### src/rtl/jogador_automatico.sv
// rtl/jogador_automatico.sv - automatic player that replays and extends the memory-game button sequence
module jogador_automatico #(
    parameter int T_JOGAR     = 10,
    parameter int T_INICIO    = 5000,
    parameter int T_APERTO    = 10,
    parameter int T_INTERVALO = 10,
    parameter int T_RODADA    = 100,
    parameter int N_JOGADAS   = 16
) (
    input  logic       clock,
    input  logic       reset,
    input  logic       habilitar,
    input  logic       pronto,
    input  logic       ganhou,
    input  logic       perdeu,
    output logic       jogar,
    output logic [3:0] botoes,
    output logic       fim,
    output logic [3:0] db_rodada,
    output logic [3:0] db_estado
);

    localparam int T_NOVA = T_APERTO + T_INTERVALO;
    localparam int M1     = (T_JOGAR > T_INICIO) ? T_JOGAR : T_INICIO;
    localparam int M2     = (M1 > T_NOVA) ? M1 : T_NOVA;
    localparam int T_MAX  = (M2 > T_RODADA) ? M2 : T_RODADA;
    localparam int TW     = $clog2(T_MAX + 1);
    localparam int AW     = (N_JOGADAS > 1) ? $clog2(N_JOGADAS) : 1;

    localparam logic [TW-1:0] FIM_JOGAR     = TW'(T_JOGAR - 1);
    localparam logic [TW-1:0] FIM_INICIO    = TW'(T_INICIO - 1);
    localparam logic [TW-1:0] FIM_APERTO    = TW'(T_APERTO - 1);
    localparam logic [TW-1:0] FIM_INTERVALO = TW'(T_INTERVALO - 1);
    localparam logic [TW-1:0] FIM_NOVA      = TW'(T_NOVA - 1);
    localparam logic [TW-1:0] FIM_RODADA    = TW'(T_RODADA - 1);
    localparam logic [TW-1:0] LIM_APERTO    = TW'(T_APERTO);
    localparam logic [TW-1:0] TIMER_MAX     = TW'(T_MAX);
    localparam logic [3:0]    ULTIMA        = 4'(N_JOGADAS - 1);

    typedef enum logic [3:0] {
        INICIAL       = 4'h0,
        PULSA_JOGAR   = 4'h1,
        ESPERA_INICIO = 4'h2,
        APERTA        = 4'h3,
        SOLTA         = 4'h4,
        PROXIMO       = 4'h5,
        NOVA_JOGADA   = 4'h6,
        APERTA_NOVA   = 4'h7,
        ESPERA_RODADA = 4'h8,
        ESPERA_FIM    = 4'h9,
        FIM           = 4'hF
    } estado_t;

    estado_t       estado, estado_nxt;
    logic [TW-1:0] timer, timer_nxt;
    logic [3:0]    rodada, rodada_nxt;
    logic [3:0]    endereco, endereco_nxt;
    logic [3:0]    rodada_p1;
    logic [3:0]    lfsr;
    logic [3:0]    jogada;
    logic [3:0]    botoes_nxt;
    logic          grava;
    logic [AW-1:0] grava_end;
    logic [3:0]    mem [N_JOGADAS];

    always_comb begin
        jogada = 4'b0001;
        case (lfsr[1:0])
            2'b00:   jogada = 4'b0001;
            2'b01:   jogada = 4'b0010;
            2'b10:   jogada = 4'b0100;
            default: jogada = 4'b1000;
        endcase
    end

    assign rodada_p1 = rodada + 4'd1;

    always_comb begin
        estado_nxt   = estado;
        rodada_nxt   = rodada;
        endereco_nxt = endereco;
        grava        = 1'b0;
        grava_end    = '0;
        botoes_nxt   = 4'b0000;
        case (estado)
            INICIAL:       if (habilitar) estado_nxt = PULSA_JOGAR;
            PULSA_JOGAR:   if (timer == FIM_JOGAR) estado_nxt = ESPERA_INICIO;
            ESPERA_INICIO: if (timer == FIM_INICIO) estado_nxt = APERTA;
            APERTA:        if (timer == FIM_APERTO) estado_nxt = SOLTA;
            SOLTA:         if (timer == FIM_INTERVALO) estado_nxt = PROXIMO;
            PROXIMO: begin
                if (endereco < rodada) begin
                    endereco_nxt = endereco + 4'd1;
                    estado_nxt   = APERTA;
                end else if (rodada == ULTIMA) begin
                    estado_nxt = ESPERA_FIM;
                end else begin
                    estado_nxt = NOVA_JOGADA;
                end
            end
            NOVA_JOGADA: begin
                grava      = 1'b1;
                grava_end  = rodada_p1[AW-1:0];
                estado_nxt = APERTA_NOVA;
            end
            APERTA_NOVA:   if (timer == FIM_NOVA) estado_nxt = ESPERA_RODADA;
            ESPERA_RODADA: begin
                if (timer == FIM_RODADA) begin
                    rodada_nxt   = rodada_p1;
                    endereco_nxt = 4'd0;
                    estado_nxt   = APERTA;
                end
            end
            ESPERA_FIM:    estado_nxt = ESPERA_FIM;
            FIM:           estado_nxt = FIM;
            default:       estado_nxt = INICIAL;
        endcase

        // Abort paths outrank every timer; losing the enable outranks game status.
        if (estado != INICIAL && estado != FIM && (pronto || ganhou || perdeu))
            estado_nxt = FIM;
        if (estado != INICIAL && !habilitar)
            estado_nxt = INICIAL;

        if (estado_nxt == PULSA_JOGAR && estado != PULSA_JOGAR) begin
            rodada_nxt   = 4'd0;
            endereco_nxt = 4'd0;
            grava        = 1'b1;
            grava_end    = '0;
        end

        if (estado_nxt != estado)
            timer_nxt = '0;
        else if (timer == TIMER_MAX)
            timer_nxt = timer;
        else
            timer_nxt = timer + 1'b1;

        // Outputs are decoded from the next state so the registers line up with the state.
        // The new move is bypassed because its memory write lands on the same edge.
        if (estado_nxt == APERTA)
            botoes_nxt = mem[endereco_nxt[AW-1:0]];
        else if (estado_nxt == APERTA_NOVA && timer_nxt < LIM_APERTO)
            botoes_nxt = (estado == NOVA_JOGADA) ? jogada : mem[rodada_p1[AW-1:0]];
    end

    always_ff @(posedge clock) begin
        if (!reset) begin
            estado   <= INICIAL;
            timer    <= '0;
            rodada   <= 4'd0;
            endereco <= 4'd0;
            lfsr     <= 4'b1001;
            jogar    <= 1'b0;
            fim      <= 1'b0;
            botoes   <= 4'b0000;
        end else begin
            estado   <= estado_nxt;
            timer    <= timer_nxt;
            rodada   <= rodada_nxt;
            endereco <= endereco_nxt;
            lfsr     <= {lfsr[2:0], lfsr[3] ^ lfsr[2]};
            jogar    <= (estado_nxt == PULSA_JOGAR);
            fim      <= (estado_nxt == FIM);
            botoes   <= botoes_nxt;
        end
    end

    always_ff @(posedge clock) begin
        if (reset && grava)
            mem[grava_end] <= jogada;
    end

    assign db_estado = estado;
    assign db_rodada = rodada;

endmodule

### config.mk
export PLATFORM = sky130hd
export DESIGN_NAME = jogador_automatico
export DESIGN_NICKNAME = d
export VERILOG_FILES = /design/src/rtl/jogador_automatico.sv
export SDC_FILE = /design/constraint.sdc
export NUM_CORES = 1
export LEC_CHECK = 0
export CAP_MARGIN = 0
export CORE_MARGIN = 2
export CORE_UTILIZATION = 60
export CTS_BUF_LIST = sky130_fd_sc_hd__clkbuf_8
export CTS_CLUSTER_SIZE = 24
export DETAILED_ROUTE_END_ITERATION = 10
export DONT_BUFFER_PORTS = 1
export GPL_TIMING_DRIVEN = 0
export HOLD_SLACK_MARGIN = 0.1
export PLACE_DENSITY_LB_ADDON = 0.3
export SKIP_CTS_REPAIR_TIMING = 1
export SYNTH_ARGS = -nofsm -noshare
export SYNTH_HDL_FRONTEND = slang
export SYNTH_SLANG_ARGS = --single-unit
### constraint.sdc
create_clock -name clock -period 2.92 [get_ports clock]
set_input_delay 0.584 -clock clock [delete_from_list [all_inputs] [get_ports clock]]
set_output_delay 0.584 -clock clock [all_outputs]
set_load 0.05 [all_outputs]
# ---- Word level (Yosys, flattened, before mapping)
# Memories as Yosys holds them, arrays and structs flattened.
# Cells that the tools add are included.
# Widths: inputs -> output; s select.
dict set report word_totals {
  register_bits 35
  mem_bits_rw 64
  out_inout_bits 14
  elab_cells 83
  mem_count 1
}
# memory depth word_bits rd rd_clocked_by_memory_dff write_ports line_no
set memory_table {}
lappend memory_table {mem 16 4 2 0 1 64} ;# logic [3:0] mem [N_JOGADAS];
dict set report op_classes {
  addsub 3
  magnitude_cmp 2
  eq_ne 25
  muxes 28
  bitwise 2
  reduce_logical 14
}
# operator n
set op_table {}
lappend op_table {{$mux 4} 19}
lappend op_table {{$pmux 4 s11} 1}
lappend op_table {{$eq 13x13->1 const B} 2}
lappend op_table {{$mux 13} 2}
lappend op_table {{$eq 4x3->1 const B} 5}
lappend op_table {{$eq 4x4->1 const B} 5}
lappend op_table {{$add 13x1->13 const B} 1}
lappend op_table {{$eq 13x4->1 const B} 1}
lappend op_table {{$eq 13x5->1 const B} 1}
lappend op_table {{$eq 13x7->1 const B} 1}
lappend op_table {{$lt 13x4->1 const B} 1}
lappend op_table {{$eq 4x2->1 const B} 3}
lappend op_table {{$pmux 4 s3} 1}
lappend op_table {{$add 4x1->4 const B} 2}
lappend op_table {{$eq 4x1->1 const B} 2}
lappend op_table {{$pmux 4 s2} 1}
lappend op_table {{$logic_and 1x1->1} 6}
lappend op_table {{$logic_not 4->1} 1}
lappend op_table {{$lt 4x4->1} 1}
lappend op_table {{$mux 1} 4}
lappend op_table {{$ne 4x1->1 const B} 1}
lappend op_table {{$ne 4x4->1} 1}
lappend op_table {{$ne 4x4->1 const B} 1}
lappend op_table {{$reduce_bool 4->1} 1}
lappend op_table {{other kinds (9)} 10}

# ---- Logic depth before layout (Yosys ltp)
dict set report depth {
  ltp_word 12
  mapped_depth 12
  depth_no_buf 10
}

# ---- Worst setup path before layout
# OpenSTA, ideal clock, no wires.
dict set report synth_path {
  path_kind {flip-flop to flip-flop}
  from {register rodada[2], in the netlist db_rodada[2]}
  to {register botoes[3]}
  setup_ns 0.123
  t_arrival_ns 3.078
  setup_slack_ns -0.282
  stages_incl_launch_ff 13
  period_less_slack_ns 3.202
  cell_sequence {dfxtp_1 inv_1 ha_1 o211ai_1 o21a_1 buf_2 and4_1 or3_1 buf_2 nor2_1 mux4_2 a21oi_1 o22ai_1}
}
dict set report synth_between {
  elab_chain_len 12
  elab_cells_between_ends 23
}
# item line_no
set synth_lines {}
lappend synth_lines {{start: declaration} 56} ;# logic [3:0] rodada, rodada_nxt;
lappend synth_lines {{start signal: assignment} 160} ;# rodada <= rodada_nxt;
lappend synth_lines {{parallel branches: the longest is 11 deep, another holds $lt 13x4->1} n/a}
lappend synth_lines {{$mux 4 *} 141} ;# if (estado_nxt == APERTA)
lappend synth_lines {{end signal: assignment} 165} ;# botoes <= botoes_nxt;
lappend synth_lines {{end: declaration} 17} ;# output logic [3:0] botoes,
# Every way passes the cells marked *.
# A chain may end at the register's enable or synchronous reset.

# ---- Final worst setup path
dict set report layout_path {
  from {register rodada[1], in the netlist db_rodada[1]}
  to {register botoes[3]}
}
# The elaborated chain is that of the path after synthesis.

==> results.md <==
- Final nets: 556
- Placement row count: 35
- Classification of the worst setup path: flop to flop
- CP endpoint kind: flop
- Final period utilization: 1.07
- P&R area growth vs syn: 18.0%
- CP required: 3.20 ns
- First-pass GRT wire length: 21300 microns
- Switching pwr: 1.53 mW
- Level count of the clock H-tree: 3
- CTS clk-pin slew, worst paths: 0.12 ns
- Clock buffer count from CTS: 9
- Vias in the first global route: 4101
- Sw Share: 0.386
- Clock sink count: 99
- Top-count cell post-synth: edfxtp_1
- Io pins: 20
- Outcome: finished, violations left
- Detail Route Antenna Nets: 0
- Distinct cells, synth: 67
- Port bufs: 0
- Initial Util: 0.611
- Gate power share: 0.317
- Netlist Area Pre-Place: 5590 sq um
- Chip Height: 101 microns
- FMAX: 319 MHz
- Remaining routing DRC violations: 0
- Core Footprint: 9150 sq um
- Placed cell area: 5740 sq um
- Worst vdd ir: 0.000427 V
- Synth top area cells: edfxtp_1, dfxtp_1, mux4_2, mux2i_1, nor2_1
- Worst Hold Class: flop to flop
- Power Density: 599 nW/um^2
- Dominant cell type by area after synthesis: edfxtp_1
- Die span in x: 101 microns
- Grt ovf: 0
- Clk Latency, worst-skew pair: 0.38 ns
- DRT Wirelength: 15100 microns
- Layout cells sized above 1: 0.294
- Via count: 4587
- Critical Path AT: 3.42 ns
- Endpoints failing hold: 0
- Synth Flop Type: edfxtp_1
- Slew Limit Fails: 0
- Int Pwr: 2.42 mW
- Total track usage: 0.278
- Fillers: 620
- Top cells by count, synth: edfxtp_1, nor2_1, nand2_1
- Register area share after synthesis: 0.469
- Clk_skew: 0.0203 ns
- CTS tree: yes
- Share of the synthesized area in the top cell type: 0.344
- Wire per inst: 22.9 microns
- RSZ-0062 raised after global routing: true
- Finish-stage setup viols: 4
- Global placement routability congestion: 0.937
- Syn. warnings: 0
- Die area: 10100 sq um
- Post-Synthesis Cells: 500
- R2R depth: 12
- DR iter-0 viols: 552
- Clock power share: 0.226
- Slew Limit Headroom: 0.133
- Hold Path Stages: 1
- Post-Syn Nets: 514
- Max Buffers Root-to-Sink: 2
- Leakage: 2.13 nW
- Layout Cell Area excl Fill: 6600 sq um
- Largest net degree at the start of global routing: 21
- Fin Setup TNS: -0.518 ns
- Flop pwr share: 0.457
- Measured slew at the worst slew-check pin: 1.30 ns
- Setup WS pre-CTS: -0.539 ns
- Min Tclk post-route: 3.14 ns
- TritonRoute pass-1 iters: 6
- Root buffer cell: clkbuf_8
- Initial antenna violation count: 0
- Vias/cell: 6.97
- # Max-Cap Violations: 0
- Failing checks: negative setup slack
- Ys async rst share: 0
- Critical path peak fanout: 8
- Antenna diodes: 0
- Register bit total from synthesis: 99
- Post-synthesis average cell area: 11.2 sq um
- Post-DP HPWL: 9940 microns
- Fin worst setup slack: -0.218 ns
- Crit start category: flop
- Number of synthesized flops with an enable pin: 64
-- cells by family (layout without fill, tap and decap cells) --
kind of cell | count (synthesis) | in the layout | share of synthesized area
AND/OR/NAND/NOR | 185 | 185 | 0.182
flip-flops | 99 | 99 | 0.469
AO/OA/AOI/OAI | 96 | 96 | 0.124
multiplexers | 52 | 52 | 0.144
buffers and inverters | 41 | 88 | 0.0327
XOR/XNOR | 19 | 19 | 0.0298
adder cells (fa/ha/maj) | 8 | 8 | 0.0179
-- worst paths after layout --
kind,from,end,slack (ns)
setup reg to reg,db_rodada[1],botoes[3],-0.22
setup / recovery,db_rodada[1],botoes[3],-0.22
hold reg to reg,lfsr[2],lfsr[3],0.47
hold / removal,lfsr[2],lfsr[3],0.47
-- layout make-up --
cell class	count	area (sq um)	share of cell area
repair buffers	33	300	0.0455
clock inverters	7	78.8	0.0120
plain buffers	27	159	0.0241
inverters	12	52.6	0.00797
multi-input cells	360	3090	0.468
well taps	111	139	0.0211
flip-flops and latches	99	2650	0.402
clock buffers	9	124	0.0188
-- power by group through the flow --
| stage | clock, mW | sequential [mW] | combinational [mW] |
|---|---|---|---|
| after global placement | 0 | 1.82 | 0.935 |
| after floorplan | 0 | 1.80 | 0.760 |
| after CTS | 0.904 | 1.79 | 0.962 |
| after global routing | 0.954 | 1.82 | 1.33 |
| final | 0.893 | 1.80 | 1.25 |
| after detailed placement | 0 | 1.82 | 0.955 |
-- metal layers --
metal | track usage | routed length [microns] | vias up
met5 | 0 | 30 | -
met3 | 0.0624 | 1340 | 67
met4 | 0.0917 | 543 | 2
li1 | - | - | 2005
met2 | 0.452 | 7330 | 300
met1 | 0.373 | 5850 | 2213
-- cells in the final DEF (no fill, tap or decap), types with 4 or more instances in the layout --
cell type | synthesis | final
edfxtp_1 | 64 | 64
clkbuf_1 | 15 | 9
ha_4 | 0 | 4
dfxtp_1 | 35 | 25
dfxtp_4 | 0 | 7
buf_6 | 2 | 9
xor2_1 | 4 | 4
and3_1 | 6 | 4
or3_1 | 7 | 6
o211ai_1 | 6 | 6
inv_1 | 12 | 9
nand3_1 | 12 | 12
ha_1 | 8 | 4
o221ai_1 | 6 | 4
nor2_1 | 51 | 48
a22oi_1 | 8 | 8
nor2b_1 | 6 | 6
a31oi_1 | 5 | 4
mux2i_1 | 28 | 24
a21oi_1 | 20 | 16
buf_2 | 11 | 7
o21ai_0 | 8 | 6
and2_1 | 7 | 7
clkbuf_8 | 0 | 9
buf_4 | 0 | 27
xnor2_1 | 15 | 15
a21oi_2 | 3 | 5
nand4_1 | 6 | 6
nand2_1 | 39 | 38
mux4_2 | 22 | 22
a21o_1 | 6 | 6
nor3_1 | 9 | 9
-- sequential cells by signal, indices dropped and copies added, names as in the netlist, 4 cells and up --
register and flops:
timer 13, mem 64, db_rodada 4, db_estado 4, lfsr 4, endereco 4, botoes 4
-- through the flow --
step           total power [mW]   util  hold WS (ns)  std cells
2_1_floorplan              2.56      -         0.433        500
3_3_place_gp               2.75  0.627         0.440        611
3_5_place_dp               2.78  0.627         0.454        611
4_1_cts                    3.65  0.649         0.480        627
5_1_grt                    4.10  0.721         0.498        658
6_report                   3.95  0.721         0.475        658
-- critical path: stages, from the launching register on --
cell,delay [ns]
dfxtp_4,0.49
inv_4,0.05
ha_4,0.20
o211ai_1,0.33
o21a_1,0.18
buf_6,0.15
mux2i_4,0.39
a21oi_4,0.18
buf_6,0.16
mux2i_1,0.12
a221oi_1,0.32
o31ai_1,0.13
o22ai_1,0.32
Power figures use the tool's default switching activity.
